File: src/rtl/fetch_pkg.sv
// ---------------------------------------------------------------------------
// fetch_pkg
// Shared types and constants for the instruction fetch controller.
//   fetch_state_t : fetch sequencer states
//   INSTR_W       : instruction word width
//   PC_INC        : sequential PC step in bytes
// ---------------------------------------------------------------------------
package fetch_pkg;

   localparam int INSTR_W = 32;
   localparam int PC_INC  = 4;

   typedef enum logic [2:0] {
      IDLE = 3'd0,
      REQ  = 3'd1,
      KILL = 3'd2,
      HOLD = 3'd3,
      ERR  = 3'd4
   } fetch_state_t;

endpackage

File: src/rtl/fetch_timeout_ctr.sv
// ---------------------------------------------------------------------------
// fetch_timeout_ctr
// Counts consecutive request cycles that see no ack and flags the cycle in
// which the count would reach MAX_WAIT.
// Ports:
//   clk        in  clock
//   reset      in  asynchronous active-low reset
//   cnt_en_i   in  request outstanding and no ack this cycle
//   clr_i      in  restart the count (ack seen, or no request outstanding)
//   expired_o  out this un-acked cycle is the MAX_WAIT-th in a row
// ---------------------------------------------------------------------------
module fetch_timeout_ctr #(
   parameter int MAX_WAIT = 15
) (
   input  logic clk,
   input  logic reset,
   input  logic cnt_en_i,
   input  logic clr_i,
   output logic expired_o
);

   localparam int CW = $clog2(MAX_WAIT + 1);

   logic [CW-1:0] cnt_q, cnt_d;

   always_comb begin
      cnt_d = cnt_q;
      if (clr_i) begin
         cnt_d = '0;
      end else if (cnt_en_i && (cnt_q != CW'(MAX_WAIT))) begin
         cnt_d = cnt_q + CW'(1);
      end
   end

   always_ff @(posedge clk or negedge reset) begin
      if (!reset) begin
         cnt_q <= '0;
      end else begin
         cnt_q <= cnt_d;
      end
   end

   // Fires in the cycle the count would reach MAX_WAIT; an ack in that
   // same cycle drops cnt_en_i/raises clr_i, so the ack wins.
   assign expired_o = cnt_en_i && !clr_i && (cnt_q == CW'(MAX_WAIT - 1));

endmodule

File: src/rtl/imem_fetch_ctrl.sv
// ---------------------------------------------------------------------------
// imem_fetch_ctrl
// Instruction fetch sequencer for a variable-latency instruction memory with
// a req/ack handshake. Owns the PC, applies branch redirects and holds one
// captured instruction at a time for decode.
// Optional feature: define FETCH_TIMEOUT_EN to add a no-ack watchdog that
// parks the controller in ERR (timeout_F=1) after MAX_WAIT waiting cycles.
// Ports:
//   clk            in   clock, rising edge
//   reset          in   asynchronous active-low reset
//   PCSrc_F        in   redirect request
//   PCBranch_F     in   redirect target (bits [1:0] ignored)
//   stall_F        in   decode not ready, keep holding the instruction
//   imem_req_F     out  fetch request (REQ/KILL)
//   imem_addr_F    out  fetch address, always the current PC
//   imem_ack_F     in   imem data valid this cycle
//   imem_data_F    in   instruction word from imem
//   instr_valid_F  out  instr_F/instr_pc_F valid (HOLD)
//   instr_F        out  captured instruction
//   instr_pc_F     out  PC of instr_F
//   timeout_F      out  sticky fetch timeout (0 unless FETCH_TIMEOUT_EN)
// ---------------------------------------------------------------------------
module imem_fetch_ctrl
   import fetch_pkg::*;
#(
   parameter int             N        = 64,
   parameter logic [N-1:0]   RESET_PC = '0,
   parameter int             MAX_WAIT = 15
) (
   input  logic               clk,
   input  logic               reset,
   input  logic               PCSrc_F,
   input  logic [N-1:0]       PCBranch_F,
   input  logic               stall_F,
   output logic               imem_req_F,
   output logic [N-1:0]       imem_addr_F,
   input  logic               imem_ack_F,
   input  logic [INSTR_W-1:0] imem_data_F,
   output logic               instr_valid_F,
   output logic [INSTR_W-1:0] instr_F,
   output logic [N-1:0]       instr_pc_F,
   output logic               timeout_F
);

   fetch_state_t       state_q, state_d;
   logic [N-1:0]       pc_q, pc_d;
   logic [N-1:0]       redir_q, redir_d;
   logic [INSTR_W-1:0] instr_q, instr_d;
   logic [N-1:0]       ipc_q, ipc_d;
   logic [N-1:0]       br_tgt;

   // Targets are word aligned; the low two bits are dropped, not trusted.
   assign br_tgt = {PCBranch_F[N-1:2], 2'b00};

   logic unused_br_lsb;
   assign unused_br_lsb = ^PCBranch_F[1:0];

`ifdef FETCH_TIMEOUT_EN
   logic tmo_expired;

   fetch_timeout_ctr #(
      .MAX_WAIT (MAX_WAIT)
   ) u_timeout_ctr (
      .clk       (clk),
      .reset     (reset),
      .cnt_en_i  (imem_req_F && !imem_ack_F),
      .clr_i     (!imem_req_F || imem_ack_F),
      .expired_o (tmo_expired)
   );
`else
   // MAX_WAIT only matters when the watchdog is compiled in.
   logic unused_max_wait;
   assign unused_max_wait = (MAX_WAIT > 0);
`endif

   always_comb begin
      state_d = state_q;
      pc_d    = pc_q;
      redir_d = redir_q;
      instr_d = instr_q;
      ipc_d   = ipc_q;
      case (state_q)
         IDLE: state_d = REQ;
         REQ: begin
            if (imem_ack_F) begin
               if (PCSrc_F) begin
                  // Data belongs to the wrong path; refetch at the target.
                  pc_d = br_tgt;
               end else begin
                  instr_d = imem_data_F;
                  ipc_d   = pc_q;
                  pc_d    = pc_q + N'(PC_INC);
                  state_d = HOLD;
               end
            end else if (PCSrc_F) begin
               // Request cannot be withdrawn: park the target until ack.
               redir_d = br_tgt;
               state_d = KILL;
            end
         end
         KILL: begin
            if (imem_ack_F) begin
               pc_d    = PCSrc_F ? br_tgt : redir_q;
               state_d = REQ;
            end else if (PCSrc_F) begin
               redir_d = br_tgt;
            end
         end
         HOLD: begin
            if (PCSrc_F) begin
               pc_d    = br_tgt;
               state_d = REQ;
            end else if (!stall_F) begin
               state_d = REQ;
            end
         end
         ERR:     state_d = ERR;
         default: state_d = IDLE;
      endcase
`ifdef FETCH_TIMEOUT_EN
      if (tmo_expired) begin
         state_d = ERR;
      end
`endif
   end

   always_ff @(posedge clk or negedge reset) begin
      if (!reset) begin
         state_q <= IDLE;
         pc_q    <= RESET_PC;
         redir_q <= '0;
         instr_q <= '0;
         ipc_q   <= '0;
      end else begin
         state_q <= state_d;
         pc_q    <= pc_d;
         redir_q <= redir_d;
         instr_q <= instr_d;
         ipc_q   <= ipc_d;
      end
   end

   assign imem_req_F    = (state_q == REQ) || (state_q == KILL);
   assign imem_addr_F   = pc_q;
   assign instr_valid_F = (state_q == HOLD);
   assign instr_F       = instr_q;
   assign instr_pc_F    = ipc_q;
`ifdef FETCH_TIMEOUT_EN
   assign timeout_F     = (state_q == ERR);
`else
   assign timeout_F     = 1'b0;
`endif

endmodule

File: config.mk
export PLATFORM = sky130hd
export DESIGN_NAME = imem_fetch_ctrl
export DESIGN_NICKNAME = d
export VERILOG_FILES = /design/src/rtl/fetch_pkg.sv /design/src/rtl/fetch_timeout_ctr.sv /design/src/rtl/imem_fetch_ctrl.sv
export SDC_FILE = /design/constraint.sdc
export NUM_CORES = 1
export LEC_CHECK = 0
export CORE_MARGIN = 1
export CORE_UTILIZATION = 41
export CTS_BUF_LIST = sky130_fd_sc_hd__clkbuf_8
export DETAILED_ROUTE_END_ITERATION = 16
export GPL_TIMING_DRIVEN = 0
export HOLD_SLACK_MARGIN = 0.1
export PLACE_DENSITY = 0.78
export SYNTH_ARGS = -nofsm -noshare
export SYNTH_HDL_FRONTEND = slang
export SYNTH_SLANG_ARGS = --single-unit
File: constraint.sdc
create_clock -name clk -period 2.7 [get_ports clk]
set_input_delay 0.54 -clock clk [delete_from_list [all_inputs] [get_ports clk]]
set_output_delay 0.54 -clock clk [all_outputs]
set_load 0.005 [all_outputs]
==> results of run 1 <==
metal layers:
layer  share of wire, %  up-vias  wire length, µm  global-route usage, %
met2                 45      772            20280                  49.71
met3                 11      134             5095                  7.318
met4                3.9        0             1764                  13.16
met1                 40     5607            17970                  41.41
li1                   -     5123                -                      -
met5                  0        -                0                      0
logic make-up (layout without fill, tap and decap cells):
group / after synthesis / after routing / share of synthesized area, %
buf+inv: 108 / 436 / 3.685
simple gates: 586 / 586 / 23.77
compound gates: 234 / 234 / 13.95
other cells: 1 / 1 / 0.03277
fa+ha+maj: 1 / 1 / 0.1093
xor+xnor: 10 / 10 / 0.7654
flops: 227 / 227 / 49.64
mux: 84 / 84 / 8.047
registers in the layout, indices dropped and copies added, names as in the netlist:
name	cells
state_q	3
redir_q	64
imem_addr_F	64
instr_pc_F	64
instr_F	32
cells in the mapped netlist (11+ instances only):
library cell,instances
dfrtp_1,227
mux2i_1,20
nand3_1,36
nand2_1,338
a21oi_1,49
inv_1,14
o22ai_1,12
nor2_1,40
clkbuf_1,75
nor3_1,34
and3_1,15
a31oi_1,11
o21ai_0,48
a22oi_1,13
mux2_2,64
nand4_1,43
nor4_1,24
critical path: stages (launching register included):
cell and delay (ns):
dfrtp_1 0.43, clkbuf_2 0.25, nor2_1 0.53, clkbuf_2 0.46
mux2i_1 0.23, nor3_1 0.06, a221oi_1 0.43, o21ai_0 0.17
area by class of cell:
class	instances	area, µm²
plain buffers	89	397.9
clock buffers	43	591.8
clock inverters	20	141.4
fillers	2406	11640
inverters	14	52.55
multi-input cells	916	5500
flip-flops and latches	227	5683
well taps	372	465.4
repair buffers	270	2703
final timing paths:
path	cells past startpoint	to	from	slack, ns
setup / recovery	7	imem_addr_F[17]	state_q[0]	-0.03
hold / removal	1	imem_addr_F[19]	reset	0.09
setup reg to reg	7	imem_addr_F[17]	state_q[0]	-0.03
hold reg to reg	2	instr_pc_F[53]	instr_pc_F[53]	0.47
max in group asynchronous	2	imem_addr_F[54]	reset	1.46
min in group clk	2	instr_pc_F[53]	instr_pc_F[53]	0.47
power groups by stage:
| stage | Sequential, mW | Clock (mW) | Combinational [mW] |
|---|---|---|---|
| global placement | 5.92 | 0 | 5.22 |
| floorplan | 5.66 | 0 | 2.25 |
| global route | 6.13 | 3.24 | 5.91 |
| detailed placement | 5.97 | 0 | 5.33 |
| CTS | 5.92 | 3.10 | 5.42 |
| finish | 6.00 | 3.07 | 5.49 |
cells in the final DEF, fill, tap and decap left out, types with 9 or more instances in the layout:
cell type,n
mux2_2,64
o221ai_1,9
a221oi_1,10
nor4_1,16
dfrtp_1,225
clkbuf_2,34
nor3_1,33
nand4_1,43
o21ai_0,48
nor2_1,37
clkbuf_8,43
o211ai_1,10
a31oi_1,11
buf_4,12
inv_1,24
clkdlybuf4s50_1,259
clkbuf_1,38
nand3_1,35
mux2i_1,20
a21oi_1,49
a22oi_1,13
o22ai_1,12
and3_1,14
nand2_1,338
metrics by stage:
step	cells	util [%]	instance area [µm²]	setup slack [ns]	hold WS, ns
floorplan	1251	-	11440	0.4126	0.2444
global placement	1883	53.40	14510	-8.736	0.4587
detailed placement	1884	53.52	14540	-1.687	0.4623
CTS	1951	56.85	15450	-0.001652	0.1304
global route	1951	57.16	15530	-0.01800	0.1780
finish	1951	57.16	15530	-0.02824	0.09400
repair_timing:
action,4_1_cts,5_1_grt
setup buffers,5,4
resized for setup,42,36
pin swaps,2,3
endpoints found under the setup margin,199,181
hold buffers,0,0
==> impl_metrics.json, run 1 <==
{
  "synth_top_cell_by_area": "dfrtp_1",
  "num_rows": 60,
  "synth_edf_count": 0,
  "hold_violations": 0,
  "ys_async_sr_fraction_pct": 100.0,
  "path_clk_slew_ns": 0.06,
  "synth.cell_area_um2": 11440,
  "drt_iter0_markers": 1378,
  "fp.coreArea_um2": 27180,
  "grt_use_total_pct": 31.42,
  "wl_per_cell_um": 23.12,
  "synth_top_cells_by_area": "dfrtp_1 (50%), nand2_1 (11%), mux2_2 (6.3%)",
  "setup_viol": 1,
  "p_seq_share_pct": 41.2,
  "num_vias": 11636,
  "ys_types": 74,
  "synthFlopType": "dfrtp_1",
  "hpwl_um": 32130,
  "power.density_nw_per_um2": 936.8,
  "worstMarginPinSlew_ns": 0.9181,
  "via_per_inst": 5.964,
  "antenna_found_initial": 0,
  "power_frac_comb_pct": 37.7,
  "numPortBuffers": 260,
  "insertion_delay_ns": 0.54,
  "die_y_um": 169.1,
  "clockPowerShare_pct": 21.1,
  "finalCritPeriodShare_pct": 101.0,
  "cp-end-kind": "flip-flop",
  "timing.setup.tns_ns": -0.02824,
  "switchingPower_mw": 5.331,
  "intPower_mw": 9.222,
  "cts_sinks": 227,
  "nNetsFinal": 1658,
  "max-vdd-ir-drop_v": 0.0003888,
  "dieArea_um2": 28580,
  "wl_um": 45100,
  "drv_slew": 0,
  "ios": 264,
  "arrival_ns": 3.12,
  "path_class": "flip-flop to flip-flop",
  "hp-class": "primary input to asynchronous set/reset pin",
  "crit_fanout": 10,
  "final.setup.worst_slack_ns": -0.02824,
  "synth.top_cell.area_share_pct": 49.64,
  "max-clock-path-buffers": 3,
  "routabilityCongestion": 0.9657,
  "htreeDepth": 2,
  "cap_viol_max_count": 0,
  "n_antenna_cell": 0,
  "seq_area_frac_synth_pct": 49.64,
  "cts_buffers": 38,
  "syn_to_final_growth_pct": 35.75,
  "initial_core_util_pct": 42.11,
  "status": "complete, but fails checks",
  "skew_ns": 0.02215,
  "yosys_warnings": 0,
  "grt_pass1_vias": 11270,
  "netlist_instances": 1251,
  "slew_headroom_pct": 38.79,
  "fmax_mhz": 366.5,
  "grt_max_degree": 116,
  "drive_gt1_share_pct": 13.11,
  "start_kind": "flip-flop",
  "synth_seq_cells": 227,
  "finalPower_mw": 14.55,
  "die_x_um": 169.1,
  "drt_first_pass_iters": 5,
  "overflow": 0,
  "crit_required_ns": 3.09,
  "avgSynthCellArea_um2": 9.147,
  "p_leak_nw": 6.689,
  "cts-root-buf": "clkbuf_8",
  "fin_crit_ns": 2.728,
  "ant_nets": 0,
  "violations": "negative setup slack",
  "syn-num-nets": 1353,
  "grt_first_pass_wirelength_um": 67600,
  "cts_tree": "built",
  "p_sw_share_pct": 36.63,
  "drt_drc_violations_left": 0
}
No activity file was read; power rests on OpenSTA's default activity.
==> inputs of run 2 (changes only) <==
--- a/config.mk
+++ b/config.mk
@@ -12,6 +12,7 @@
 export GPL_TIMING_DRIVEN = 0
 export HOLD_SLACK_MARGIN = 0.1
 export PLACE_DENSITY = 0.78
+export RECOVER_POWER = 25
 export SYNTH_ARGS = -nofsm -noshare
 export SYNTH_HDL_FRONTEND = slang
 export SYNTH_SLANG_ARGS = --single-unit
==> impl_metrics.json, run 2 (same netlist as run 1, synthesis figures left out) <==
{
  "drt_drc_violations_left": 0,
  "finalCritPeriodShare_pct": 101.2,
  "die_x_um": 169.1,
  "place_ws_ns": -1.687,
  "final.setup.worst_slack_ns": -0.03240,
  "path_cells": "clkbuf_2, nor2_1, clkbuf_2, mux2i_1, nor3_1, a221oi_1, o21ai_0",
  "grt_use_total_pct": 31.42,
  "max-vdd-ir-drop_v": 0.0003891,
  "crit_slowest_cell": "nor2_1",
  "hpwl_um": 32130,
  "multi_input_area_um2": 5500,
  "nNetsFinal": 1658,
  "crit_buf_inv": 2,
  "crit_required_ns": 3.09,
  "cp-end-kind": "flip-flop",
  "routabilityCongestion": 0.9657,
  "placed_cells": 1884,
  "stdcell_count": 1951,
  "cts_sinks": 227,
  "slew_headroom_pct": -6.537,
  "start_kind": "flip-flop",
  "initial_core_util_pct": 42.11,
  "wl_per_cell_um": 23.12,
  "fp.coreArea_um2": 27180,
  "setup_viol": 1,
  "grt_max_degree": 116,
  "fillers": 2411,
  "fin_crit_ns": 2.732,
  "finish.instance_area_um2": 15510,
  "violations": "max-capacitance violations, max-slew violations, negative setup slack",
  "final-seq-area_um2": 5683,
  "layout_common_cells": "nand2_1 (338), clkdlybuf4s50_1 (259), dfrtp_1 (225)",
  "drt_iter0_markers": 1378,
  "drt_first_pass_iters": 5,
  "via_per_inst": 5.978,
  "crit_fanout": 10,
  "overflow": 0,
  "wl_um": 45110,
  "cts_buffers": 38,
  "num_vias": 11663,
  "critPathTopFamily": "buffers and inverters",
  "drive_gt1_share_pct": 13.11,
  "hp-class": "primary input to asynchronous set/reset pin",
  "hold_violations": 0,
  "path_clk_slew_ns": 0.06,
  "cts-root-buf": "clkbuf_8",
  "power.density_nw_per_um2": 938.0,
  "grt_first_pass_wirelength_um": 67600,
  "numPortBuffers": 260,
  "syn_to_final_growth_pct": 35.55,
  "skew_ns": 0.02201,
  "max_stage_delay_ns": 0.55,
  "fmax_mhz": 366.0,
  "htreeDepth": 2,
  "postPlaceCellArea_um2": 14540,
  "cap_viol_max_count": 1,
  "dieArea_um2": 28580,
  "cts_tree": "built",
  "insertion_delay_ns": 0.54,
  "max-clock-path-buffers": 3,
  "ios": 264,
  "path_class": "flip-flop to flip-flop",
  "die_y_um": 169.1,
  "worstMarginPinSlew_ns": 1.598,
  "final_common_cell": "nand2_1",
  "p_leak_nw": 6.679,
  "status": "complete, but fails checks",
  "grt_pass1_vias": 11270,
  "arrival_ns": 3.12,
  "cp_common_cell": "clkbuf_2",
  "ant_nets": 0,
  "num_rows": 60,
  "drv_slew": 116,
  "antenna_found_initial": 0,
  "n_antenna_cell": 0
}
==> run 2: changes by cell type in the layout (fill, tap and decap cells not counted), sizes merged <==
cell	change
buf	-1
clkbuf	+1
==> run 2: report_power, final <==
| group | internal [mW] | leakage, nW | switching (mW) |
|---|---|---|---|
| clock | 1.65 | 0.423 | 1.42 |
| sequential | 4.66 | 2.74 | 1.34 |
| combinational | 2.92 | 3.51 | 2.57 |
| total | 9.22 | 6.68 | 5.33 |
==> run 2: layer usage <==
metal  GRT usage (%)  wire [µm]  vias to the layer above
met2           49.71      20240                      783
met1           41.41      17940                     5610
met5               0          0                        -
met4           13.16       1813                        0
met3           7.318       5109                      144
li1                -          -                     5126
==> run 2: path summary, 6_finish.rpt <==
path / from / to / slack, ns / depth (start not counted)
max reg2reg: state_q[0] / imem_addr_F[17] / -0.03 / 7
min: reset / imem_addr_F[19] / 0.44 / 1
min reg2reg: instr_pc_F[53] / instr_pc_F[53] / 0.47 / 2
min in group clk: instr_pc_F[53] / instr_pc_F[53] / 0.47 / 2
max: state_q[0] / imem_addr_F[17] / -0.03 / 7
max in group asynchronous: reset / imem_addr_F[54] / 0.40 / 2
==> run 2: worst register-to-register path, cell delays in order (launching register included) <==
cell,delay [ns]
dfrtp_1,0.43
clkbuf_2,0.25
nor2_1,0.55
clkbuf_2,0.46
mux2i_1,0.24
nor3_1,0.06
a221oi_1,0.42
o21ai_0,0.16
==> run 2: cell type report <==
cell class / count / area share, %
inverters: 14 / 0.3388
well taps: 372 / 3.001
multi-input cells: 916 / 35.46
clock inverters: 20 / 0.9115
clock buffers: 43 / 3.815
flip-flops and latches: 227 / 36.64
plain buffers: 89 / 2.565
repair buffers: 270 / 17.27
==> run 2: through the flow <==
step	setup TNS (ns)	power, mW	hold slack (ns)	utilization [%]
floorplan	0	7.910	0.2444	-
global placement	-2185.97	11.14	0.4587	53.40
detailed placement	-229.22	11.30	0.4623	53.52
CTS	-0.001652	14.44	0.1304	56.85
global route	-0.01800	15.28	0.4982	57.08
finish	-0.03240	14.55	0.4384	57.08
==> run 2: timing repair <==
item / CTS / global route
gates resized for setup: 42 / 36
pin swaps: 2 / 3
setup buffers: 5 / 4
hold buffers: 0 / 0
setup endpoints to repair: 199 / 181
==> edit (flow settings as in run 1) <==
Set the package constant `INSTR_W` to 36 (it was 32).
--- a/src/rtl/fetch_pkg.sv
+++ b/src/rtl/fetch_pkg.sv
@@ -7,7 +7,7 @@
 // ---------------------------------------------------------------------------
 package fetch_pkg;
 
-   localparam int INSTR_W = 32;
+   localparam int INSTR_W = 36;
    localparam int PC_INC  = 4;
 
    typedef enum logic [2:0] {
Interface: changed (resized imem_data_F and instr_F); port bits go from 264 to 272. The function was not compared with the original's and may differ.
==> edit against run 1 <==
The run still ends with setup timing left; sequential cell count up 4; register-to-register slack improved by 0.08 ns; clock skew increased by 0.00060 ns; power up 3.3%; critical path type is now in2reg; setup slack better by 0.022 ns; design area grew 2.6%; routed wire length fell by 0.31%; area after synthesis grew 3.1%; via count grew 2.1%; largest power group unchanged.
==> edit: results <==
metrics = {
    "placement": {
        "io_buffers": 268,
        "dpl_worst_slack_ns": -1.003,
        "dp_hpwl_mm": 32.16,
        "place_area_um2": 15020,
        "place_inst": 1918,
        "gp_congestion": 0.9692,
    },
    "hold_path": {
        "min_path_type": "reg2reg",
    },
    "global_route": {
        "grt_usage_pct": 30.46,
        "antenna_found_initial": 3,
        "grt_max_degree": 91,
        "grt_pass1_wl_mm": 67.59,
        "use_met1_pct": 40.21,
        "grt_pass1_vias": 11440,
        "globalRouteMet3Util_pct": 8.122,
    },
    "synth": {
        "synthTopCellsByArea": "dfrtp_1, nand2_1, mux2_2",
        "yosysUniqueCellTypes": 78,
        "avgSynthCellArea_um2": 9.291,
        "synth_fa_ha_area_share_pct": 0.1060,
        "seq_area_frac_synth_pct": 48.99,
        "synthTopCellsByCount": "nand2_1, dfrtp_1, mux2_2",
        "synth_xor_area_share_pct": 0.7422,
    },
    "pwr": {
        "p_leak_nw": 6.965,
        "switching_share_pct": 36.08,
    },
    "detailed_routing": {
        "wirelength_mm": 44.96,
        "wl_met1_mm": 17.83,
        "post_drt_wl_per_cell_um": 22.62,
        "first_iter_violations": 1393,
        "top_layer": "met5",
        "dr.pass1.iters": 7,
        "route.met2.wl_mm": 20.29,
    },
    "worst_setup_path": {
        "critPathArrivalTime_ns": 3.13,
        "worst_path_max_delay_cell": "clkdlybuf4s50_1",
        "rrSetupSlack_ns": 0.05,
        "worstReg2RegStart": "imem_addr_F[9]",
        "cp-endpoint": "imem_addr_F[63]",
        "crit_path_start_kind": "input pin",
        "path_max_fanout": 19,
        "cpPeakStageDelay_ns": 0.58,
        "cp-startpoint": "PCSrc_F",
    },
    "outcome": {
        "violations": "setup timing",
        "outcome": "complete, but fails checks",
    },
    "sta": {
        "hold_ws_ns": 0.4674,
        "tns_ns": -0.006452,
        "fin_worst_skew_ns": 0.02275,
        "finalWorstSetupSlack_ns": -0.006452,
        "worstMarginPinSlew_ns": 0.8828,
        "finalSetupViolCount": 1,
    },
    "cells_and_area": {
        "fillers": 2485,
        "drive_gt1_share_pct": 13.98,
        "final_nets": 1688,
        "utilization_pct": 56.93,
    },
}
-- edit: power by group through the flow --
stage	Sequential, W	Clock [W]	Combinational, W
5_1_grt	0.00621	0.00364	0.00598
3_3_place_gp	0.00599	0	0.00533
2_1_floorplan	0.00578	0	0.00232
3_5_place_dp	0.00604	0	0.00546
4_1_cts	0.00599	0.00346	0.00550
6_report	0.00603	0.00344	0.00556
-- edit: layout make-up --
class,count,area share (%)
repair buffers,271,17.26
multi-input cells,930,35.06
flip-flops and latches,231,36.25
well taps,378,2.966
clock buffers,56,4.833
clock inverters,14,0.5335
inverters,15,0.3531
diodes,1,0.01569
plain buffers,92,2.730
-- edit: tightest hold or removal path, stage by stage, from the launching register on --
cell and delay [ns]:
dfrtp_1 0.34, nand2_1 0.05, nand2_1 0.05
-- edit: timing repair --
action,CTS,global route
hold buffers,1,0
resized for setup,16,36
cloned,0,0
setup buffers,0,0
hold endpoints to repair,73,0
setup endpoints to repair,174,137
